### src/rtl/mem_arbiter.sv
// Two-port arbiter in front of a single shared memory.
// Port 0 (core) and port 1 (loader/debug) compete for the memory.
// Ties go to the port named by a round-robin pointer.
// Each access takes one ACCESS cycle. Read data returns one cycle after that.
//
// state  | meaning
// IDLE   | arbitrate; grant one requester combinationally
// ACCESS | drive captured request onto the memory for one cycle
module mem_arbiter #(
  parameter int ADDR_W = 32,
  parameter int DATA_W = 32
) (
  input  logic              clk,
  input  logic              reset,
  input  logic              req0,
  input  logic              req1,
  input  logic              we0,
  input  logic              we1,
  input  logic [ADDR_W-1:0] addr0,
  input  logic [ADDR_W-1:0] addr1,
  input  logic [DATA_W-1:0] wdata0,
  input  logic [DATA_W-1:0] wdata1,
  output logic              gnt0,
  output logic              gnt1,
  output logic              rvalid0,
  output logic              rvalid1,
  output logic [DATA_W-1:0] rdata0,
  output logic [DATA_W-1:0] rdata1,
  output logic              stall0,
  output logic              mem_we,
  output logic [ADDR_W-1:0] mem_addr,
  output logic [DATA_W-1:0] mem_wd,
  input  logic [DATA_W-1:0] mem_rd
);

  typedef enum logic {IDLE = 1'b0, ACCESS = 1'b1} state_t;

  state_t            state;
  state_t            state_nxt;
  logic              ptr;        // port that wins when both request
  logic              cap_port;
  logic              cap_we;
  logic [ADDR_W-1:0] cap_addr;
  logic [DATA_W-1:0] cap_wdata;

  // State register, cleared asynchronously so mem_we drops with reset
  always_ff @(posedge clk or posedge reset) begin
    if (reset) state <= IDLE;
    else       state <= state_nxt;
  end

  // Next state: any grant moves to ACCESS, ACCESS always lasts one cycle
  always_comb begin
    state_nxt = state;
    case (state)
      IDLE:    if (gnt0 || gnt1) state_nxt = ACCESS;
      ACCESS:  state_nxt = IDLE;
      default: state_nxt = IDLE;
    endcase
  end

  // Outputs: grants only in IDLE (and never during reset), write strobe only in ACCESS
  always_comb begin
    gnt0   = 1'b0;
    gnt1   = 1'b0;
    mem_we = 1'b0;
    if (!reset) begin
      case (state)
        IDLE: begin
          gnt0 = req0 && (!req1 || !ptr);
          gnt1 = req1 && (!req0 || ptr);
        end
        ACCESS:  mem_we = cap_we;
        default: ;
      endcase
    end
  end

  // Capture the granted request and hand priority to the other port
  always_ff @(posedge clk or posedge reset) begin
    if (reset) begin
      ptr       <= 1'b0;
      cap_port  <= 1'b0;
      cap_we    <= 1'b0;
      cap_addr  <= '0;
      cap_wdata <= '0;
    end else if (gnt0 || gnt1) begin
      ptr       <= gnt0;
      cap_port  <= gnt1;
      cap_we    <= gnt1 ? we1    : we0;
      cap_addr  <= gnt1 ? addr1  : addr0;
      cap_wdata <= gnt1 ? wdata1 : wdata0;
    end
  end

  // Register read data at the end of ACCESS and pulse the owner's rvalid
  always_ff @(posedge clk or posedge reset) begin
    if (reset) begin
      rvalid0 <= 1'b0;
      rvalid1 <= 1'b0;
      rdata0  <= '0;
      rdata1  <= '0;
    end else begin
      rvalid0 <= (state == ACCESS) && !cap_we && !cap_port;
      rvalid1 <= (state == ACCESS) && !cap_we && cap_port;
      if ((state == ACCESS) && !cap_we && !cap_port) rdata0 <= mem_rd;
      if ((state == ACCESS) && !cap_we && cap_port)  rdata1 <= mem_rd;
    end
  end

  // The captured registers only change on a grant, so the memory bus holds between accesses
  assign mem_addr = cap_addr;
  assign mem_wd   = cap_wdata;
  assign stall0   = req0 && !gnt0;

endmodule

### config.mk
export PLATFORM = sky130hd
export DESIGN_NAME = mem_arbiter
export DESIGN_NICKNAME = d
export VERILOG_FILES = /design/src/rtl/mem_arbiter.sv
export SDC_FILE = /design/constraint.sdc
export NUM_CORES = 1
export LEC_CHECK = 0
export BUFFER_PORTS_ARGS = -buffer_cell sky130_fd_sc_hd__clkbuf_2
export CAP_MARGIN = 30
export CORE_ASPECT_RATIO = 1.2
export CORE_UTILIZATION = 25
export DETAILED_ROUTE_END_ITERATION = 10
export MAX_ROUTING_LAYER = met4
export PLACE_DENSITY = 0.57
export SYNTH_ARGS = -nofsm -noshare
export SYNTH_HDL_FRONTEND = slang
export SYNTH_SLANG_ARGS = --single-unit
export TNS_END_PERCENT = 10
### constraint.sdc
create_clock -name clk -period 8.3 [get_ports clk]
set_clock_uncertainty 0.15 [all_clocks]
set_input_delay 0.83 -clock clk [delete_from_list [all_inputs] [get_ports clk]]
set_output_delay 0.83 -clock clk [all_outputs]
set_load 0.03 [all_outputs]
==> flow_summary.toml, run 1 <==
[power_and_ir_drop]
p_leak_nw = 4.109
power_density_nw_per_um2 = 348.8
ir_drop_mv = 0.1333
power_mw = 2.898

[critical_path]
worst_path_max_delay_cell = "and2_4"
cp.required_ns = 7.32
path_delay_family = "buffers and inverters"
crit_fanout = 67
worstSetupPathType = "input pin to output pin"
r2r-start = "state"
reg2reg_depth = 4
arrival_ns = 3.02
path_buf_inv = 3
worstPathCellList = "clkbuf_2 -> nor3b_4 -> buf_4 -> and2_4 -> clkbuf_2"
cp_slowest_stage_delay_ns = 0.79
start_kind = "input pin"
endpoint_kind = "output pin"
r2r_end = "mem_addr[25]"
cp_common_cell = "clkbuf_2"
ff2ff_setup_slack_ns = 5.55

[route]
drt-total-wl_um = 18640
ant_nets = 0
firstDrtPassIters = 4
drt_iter0_drc = 160
drc_errors = 0
vias_per_cell = 4.637
routedWlPerCell_um = 16.48
num_vias = 5245

[timing]
holdWs_ns = 0.3319
period_needed_ns = 4.003
setup_violations = 0
fmax_ghz = 0.2498
tns_ns = 0
rsz0062_at_grt = "false"
drv_slew = 0
slew_headroom_pct = 44.05
period_share_pct = 48.23
hold_viol = 0
worst_pin_slew_ns = 0.8393

[min_path]
hp-start = "rdata0[2]"
hold_class = "flip-flop to flip-flop"
min_path_cells = 1
hold_end = "rdata0[2]"

[clock_network]
cts_tree = "yes"
cts_root_buf = "clkbuf_16"
numCtsBuffers = 17
worstSkewPairLatency_ns = 0.41
cts_hold_buf = 0
post_cts_buffers = 0
post_cts_resized = 0
cts_max_path_buffers = 2
cts_sinks = 134
cts.clk_slew.worst_paths_ns = 0.06
h-tree-depth = 4

[final_layout]
drive_gt1_share_pct = 49.02
syn_to_final_growth_pct = 40.72
fin_nets = 970
final_cells = 1131
diodes = 0

[place]
gp_congestion = 0.7348
port_buffers = 299
dp_cells = 1100
dpl.hpwl_um = 12180

[synth]
synth-seq-cells = 134
netlist.area_leader.share_pct = 56.80
avgSynthCellArea_um2 = 11.22
yosysTopAreaCell = "dfrtp_1"
ys_types = 26
synthFlopType = "dfrtp_1"
synth_area_leaders = "dfrtp_1, mux2_2, o311ai_1, nand3_1, o21ai_0"
synthArstFlopShare_pct = 100.0
netlist_instances = 526
syn-num-nets = 692
ys_warn_count = 0
yosysSeqAreaShare_pct = 56.80
synth_edf_count = 0
syn_area_um2 = 5903

[die]
boundaryPins = 300
die_h_um = 170.3
row_count = 61
initial_core_util_pct = 25.44
die_w_um = 142.3
coreArea_um2 = 23200
die-area_um2 = 24230

[global_routing]
grt_usage_pct = 15.90
grt_max_degree = 70
antenna_found_initial = 0
grt_pass1_wl_um = 28370
grt_pass1_vias = 5291
grt_overflow = 0

[run_status]
status = "completed"

[job]
cap_violations = 0
==> power breakdown <==
| part | switching (mW) | total (mW) | internal, mW |
|---|---|---|---|
| clock network | 0.294 | 0.842 | 0.548 |
| registers | 0.119 | 0.998 | 0.880 |
| logic | 0.719 | 1.06 | 0.339 |
==> per-layer routing <==
| metal | routed length, µm | global-route usage [%] | up-vias |
|---|---|---|---|
| met4 | 331 | 5.891 | 0 |
| met1 | 7581 | 17.49 | 2528 |
| met2 | 9228 | 27.13 | 247 |
| met5 | 0 | - | - |
| li1 | - | - | 2453 |
| met3 | 1496 | 4.558 | 17 |
==> layout make-up <==
class | count | area, µm²
clock buffers | 19 | 452.9
clock inverters | 12 | 200.2
flip-flops and latches | 134 | 3353
fillers | 2436 | 14900
inverters | 69 | 264.0
repair buffers | 307 | 1556
well taps | 315 | 394.1
multi-input cells | 275 | 2086
==> kinds of logic after synthesis <==
group | count (synthesis) | share of synthesized area, %
buffers and inverters | 117 | 8.330
DFF | 134 | 56.80
and+or+nand+nor | 78 | 7.122
AOI/OAI and AO/OA | 132 | 15.37
muxes | 65 | 12.38
==> sequential cells by signal, indices dropped and copies added (netlist names), 32 cells and up <==
| name | flops |
|---|---|
| rdata0 | 32 |
| mem_wd | 32 |
| mem_addr | 32 |
| rdata1 | 32 |
==> synth_stat cells, drive strengths merged, types with 2 or more instances <==
library cell / instances
and2: 2
buf: 19
clkbuf: 29
dfrtp: 134
inv: 69
mux2: 64
nand2: 2
nand3: 66
nor2: 2
nor3b: 2
o21ai: 66
o311ai: 65
==> metrics by stage <==
stage	setup WS (ns)	cell area [µm²]	utilization [%]
floorplan	3.052	5903	-
global placement	4.210	7654	32.99
detailed placement	4.254	7654	32.99
CTS	4.243	8307	35.80
global route	4.147	8307	35.80
finish	4.297	8307	35.80
==> worst max-delay path by stage <==
stage	from	end	slack [ns]	cells after the start
2_1_floorplan	reset	mem_we	3.05	2
3_3_place_gp	reset	gnt1	4.21	5
3_5_place_dp	reset	gnt1	4.25	5
4_1_cts	reset	gnt1	4.24	5
5_1_grt	req1	gnt1	4.15	5
6_report	reset	gnt1	4.30	5
==> placed cells by master (no fill, tap or decap), types with 3 or more instances in the layout <==
cell / count
clkbuf_16: 17
inv_1: 68
nand3_1: 66
o311ai_1: 50
dfrtp_1: 134
clkinvlp_4: 3
clkbuf_2: 299
o311ai_0: 15
o21ai_0: 65
bufinv_16: 5
buf_4: 8
mux2_1: 11
mux2_2: 53
(Power assumes the default switching activity.)
==> inputs of run 2 (changes only) <==
- ABC_AREA: not set -> 1
- PLACE_DENSITY: 0.57 -> 0.58
- clock period: 8.3 -> 3.45 ns (I/O delays scaled with it)
==> run 2 against run 1 <==
Against the previous run: clock power is 110% higher; highest routed layer unchanged; critical endpoint unchanged; hold slack worse by 0.31 ns; critical path depth is 2 higher; area after synthesis is 7.9% higher; largest power group is now sequential cells; count of clock-buffer cells in the layout is 2 lower; cell count is 28% higher; sequential power is 130% higher; critical path type unchanged.
==> flow_summary.toml, run 2 <==
[final_layout]
fin_nets = 1271
layout_commonest_cell = "clkbuf_2"
seqCellArea_um2 = 3353
syn_to_final_growth_pct = 37.20
multiInputGateArea_um2 = 2118
fillers = 2687
drive_gt1_share_pct = 31.40
final_cell_mix = "clkbuf_2, nand2_1, inv_1, dfrtp_1, nand3_1"

[timing]
rsz0062_at_grt = "false"
slew_headroom_pct = 51.25
worst_pin_slew_ns = 0.7312
fmax_ghz = 0.3429
hold_viol = 0
period_needed_ns = 2.916
drv_slew = 0
period_share_pct = 84.53
setup_violations = 0
tns_ns = 0
holdWs_ns = 0.02538

[critical_path]
start_kind = "input pin"
r2r_end = "mem_addr[25]"
arrival_ns = 2.42
ff2ff_setup_slack_ns = 1.12
worst_path_max_delay_cell = "nand3_2"
cp_slowest_stage_delay_ns = 0.58
reg2reg_depth = 7
cp_common_cell = "clkbuf_2"
worstPathCellList = "dlygate4sd3_1 -> clkbuf_2 -> nor2_4 -> buf_4 -> nand3_2 -> inv_1 -> clkbuf_2"
r2r-start = "state"
worstSetupPathType = "input pin to output pin"
crit_fanout = 28
cp.required_ns = 2.95
endpoint_kind = "output pin"

[route]
ant_nets = 0
drc_errors = 0
firstDrtPassIters = 4
routedWlPerCell_um = 13.66
drt_iter0_drc = 190
drt-total-wl_um = 19780
vias_per_cell = 4.324
num_vias = 6261

[clock_network]
h-tree-depth = 4
post_cts_buffers = 0
cts.clk_slew.worst_paths_ns = 0.06
post_cts_resized = 0
cts_root_buf = "clkbuf_16"
numCtsBuffers = 17
cts_tree = "yes"
cts_max_path_buffers = 2
cts_sinks = 134
worstSkewPairLatency_ns = 0.42

[synth]
avgSynthCellArea_um2 = 7.693
synth-seq-cells = 134
yosys-top-cells-count = "nand2_1, inv_1, dfrtp_1"
yosysSeqAreaShare_pct = 52.64
ys_types = 16
netlist_instances = 828
synth_area_leaders = "dfrtp_1, nand2_1, inv_1, nand4_1, nand3_1"
ys_warn_count = 0
syn-num-nets = 994
synth_edf_count = 0
synthArstFlopShare_pct = 100.0
yosysTopAreaCell = "dfrtp_1"
yosysMostFrequentCell = "nand2_1"
netlist.area_leader.share_pct = 52.64
synthFlopType = "dfrtp_1"
syn_area_um2 = 6370

[global_routing]
grt_max_degree = 68
grt_usage_pct = 16.03
antenna_found_initial = 5
grt_pass1_vias = 6144
grt_pass1_wl_um = 31550
grt_overflow = 0

[place]
gp_congestion = 0.7656
port_buffers = 299
dpl.hpwl_um = 13890

[die]
die_w_um = 147.7
initial_core_util_pct = 25.65
die_h_um = 176.9
row_count = 63
die-area_um2 = 26120
coreArea_um2 = 24830
boundaryPins = 300

[power_and_ir_drop]
power_density_nw_per_um2 = 726.5
p_leak_nw = 5.299
ir_drop_mv = 0.2603

[min_path]
hold_class = "input pin to flip-flop"
hp-start = "mem_rd[15]"
min_path_cells = 3
hold_end = "rdata1[15]"

[run_status]
status = "completed"

[job]
cap_violations = 0
-- run 2: worst max-delay path: cells and delay by family --
family	cells	cell delay (ns)
and+or+nand+nor	2	0.68
buffers and inverters	5	1.40
-- run 2: layout make-up --
type | count | area share (%)
Tap cell | 325 | 4.653
Clock buffer | 17 | 4.868
Multi-Input combinational cell | 466 | 24.24
Inverter | 172 | 7.430
Timing Repair Buffer | 314 | 18.78
Clock inverter | 15 | 1.518
Antenna cell | 5 | 0.1432
Sequential cell | 134 | 38.37
-- run 2: logic make-up (layout without fill, tap and decap cells) --
logic type	Yosys count	count (layout)	share of synthesized area, %
AND/OR/NAND/NOR	399	399	27.62
AO/OA/AOI/OAI	67	67	5.323
other	0	5	0
buffers and inverters	228	518	14.42
flip-flops	134	134	52.64
-- run 2: how the worst max path moves through the flow --
stage	from	endpoint	slack (ns)
CTS	reset	gnt1	0.53
floorplan	reset	cap_port	1.29
global route	reset	gnt1	0.39
global placement	reset	gnt1	1.09
detailed placement	reset	gnt1	1.10
finish	reset	gnt1	0.53
-- run 2: repair_timing --
item                       in CTS  in global routing
hold endpoints to repair       27                  0
setup endpoints to repair       0                  0
hold buffers                    3                  0
-- run 2: routing by layer --
metal  track usage (%)  share of wire (%)
met1             18.79                 43
met2             26.00                 47
met3             3.814                7.1
met4             7.259                2.8
met5                 -                  0
-- run 2: power breakdown --
group,switching [mW],internal (mW),leakage [nW]
clock network,0.793,0.951,0.272
logic,1.66,0.633,3.38
registers,0.261,2.05,1.64
total,2.72,3.63,5.30
-- run 2: metrics by stage --
stage / total power [mW] / util, % / cell area (µm²) / cells / setup WS (ns)
after floorplan: 3.850 / - / 6374 / 828 / 1.290
after global placement: 4.627 / 32.78 / 8139 / 1408 / 1.091
after detailed placement: 4.656 / 32.78 / 8139 / 1408 / 1.101
after CTS: 6.460 / 35.15 / 8727 / 1443 / 0.5264
after global routing: 6.755 / 35.20 / 8740 / 1448 / 0.3938
final: 6.349 / 35.20 / 8740 / 1448 / 0.5337
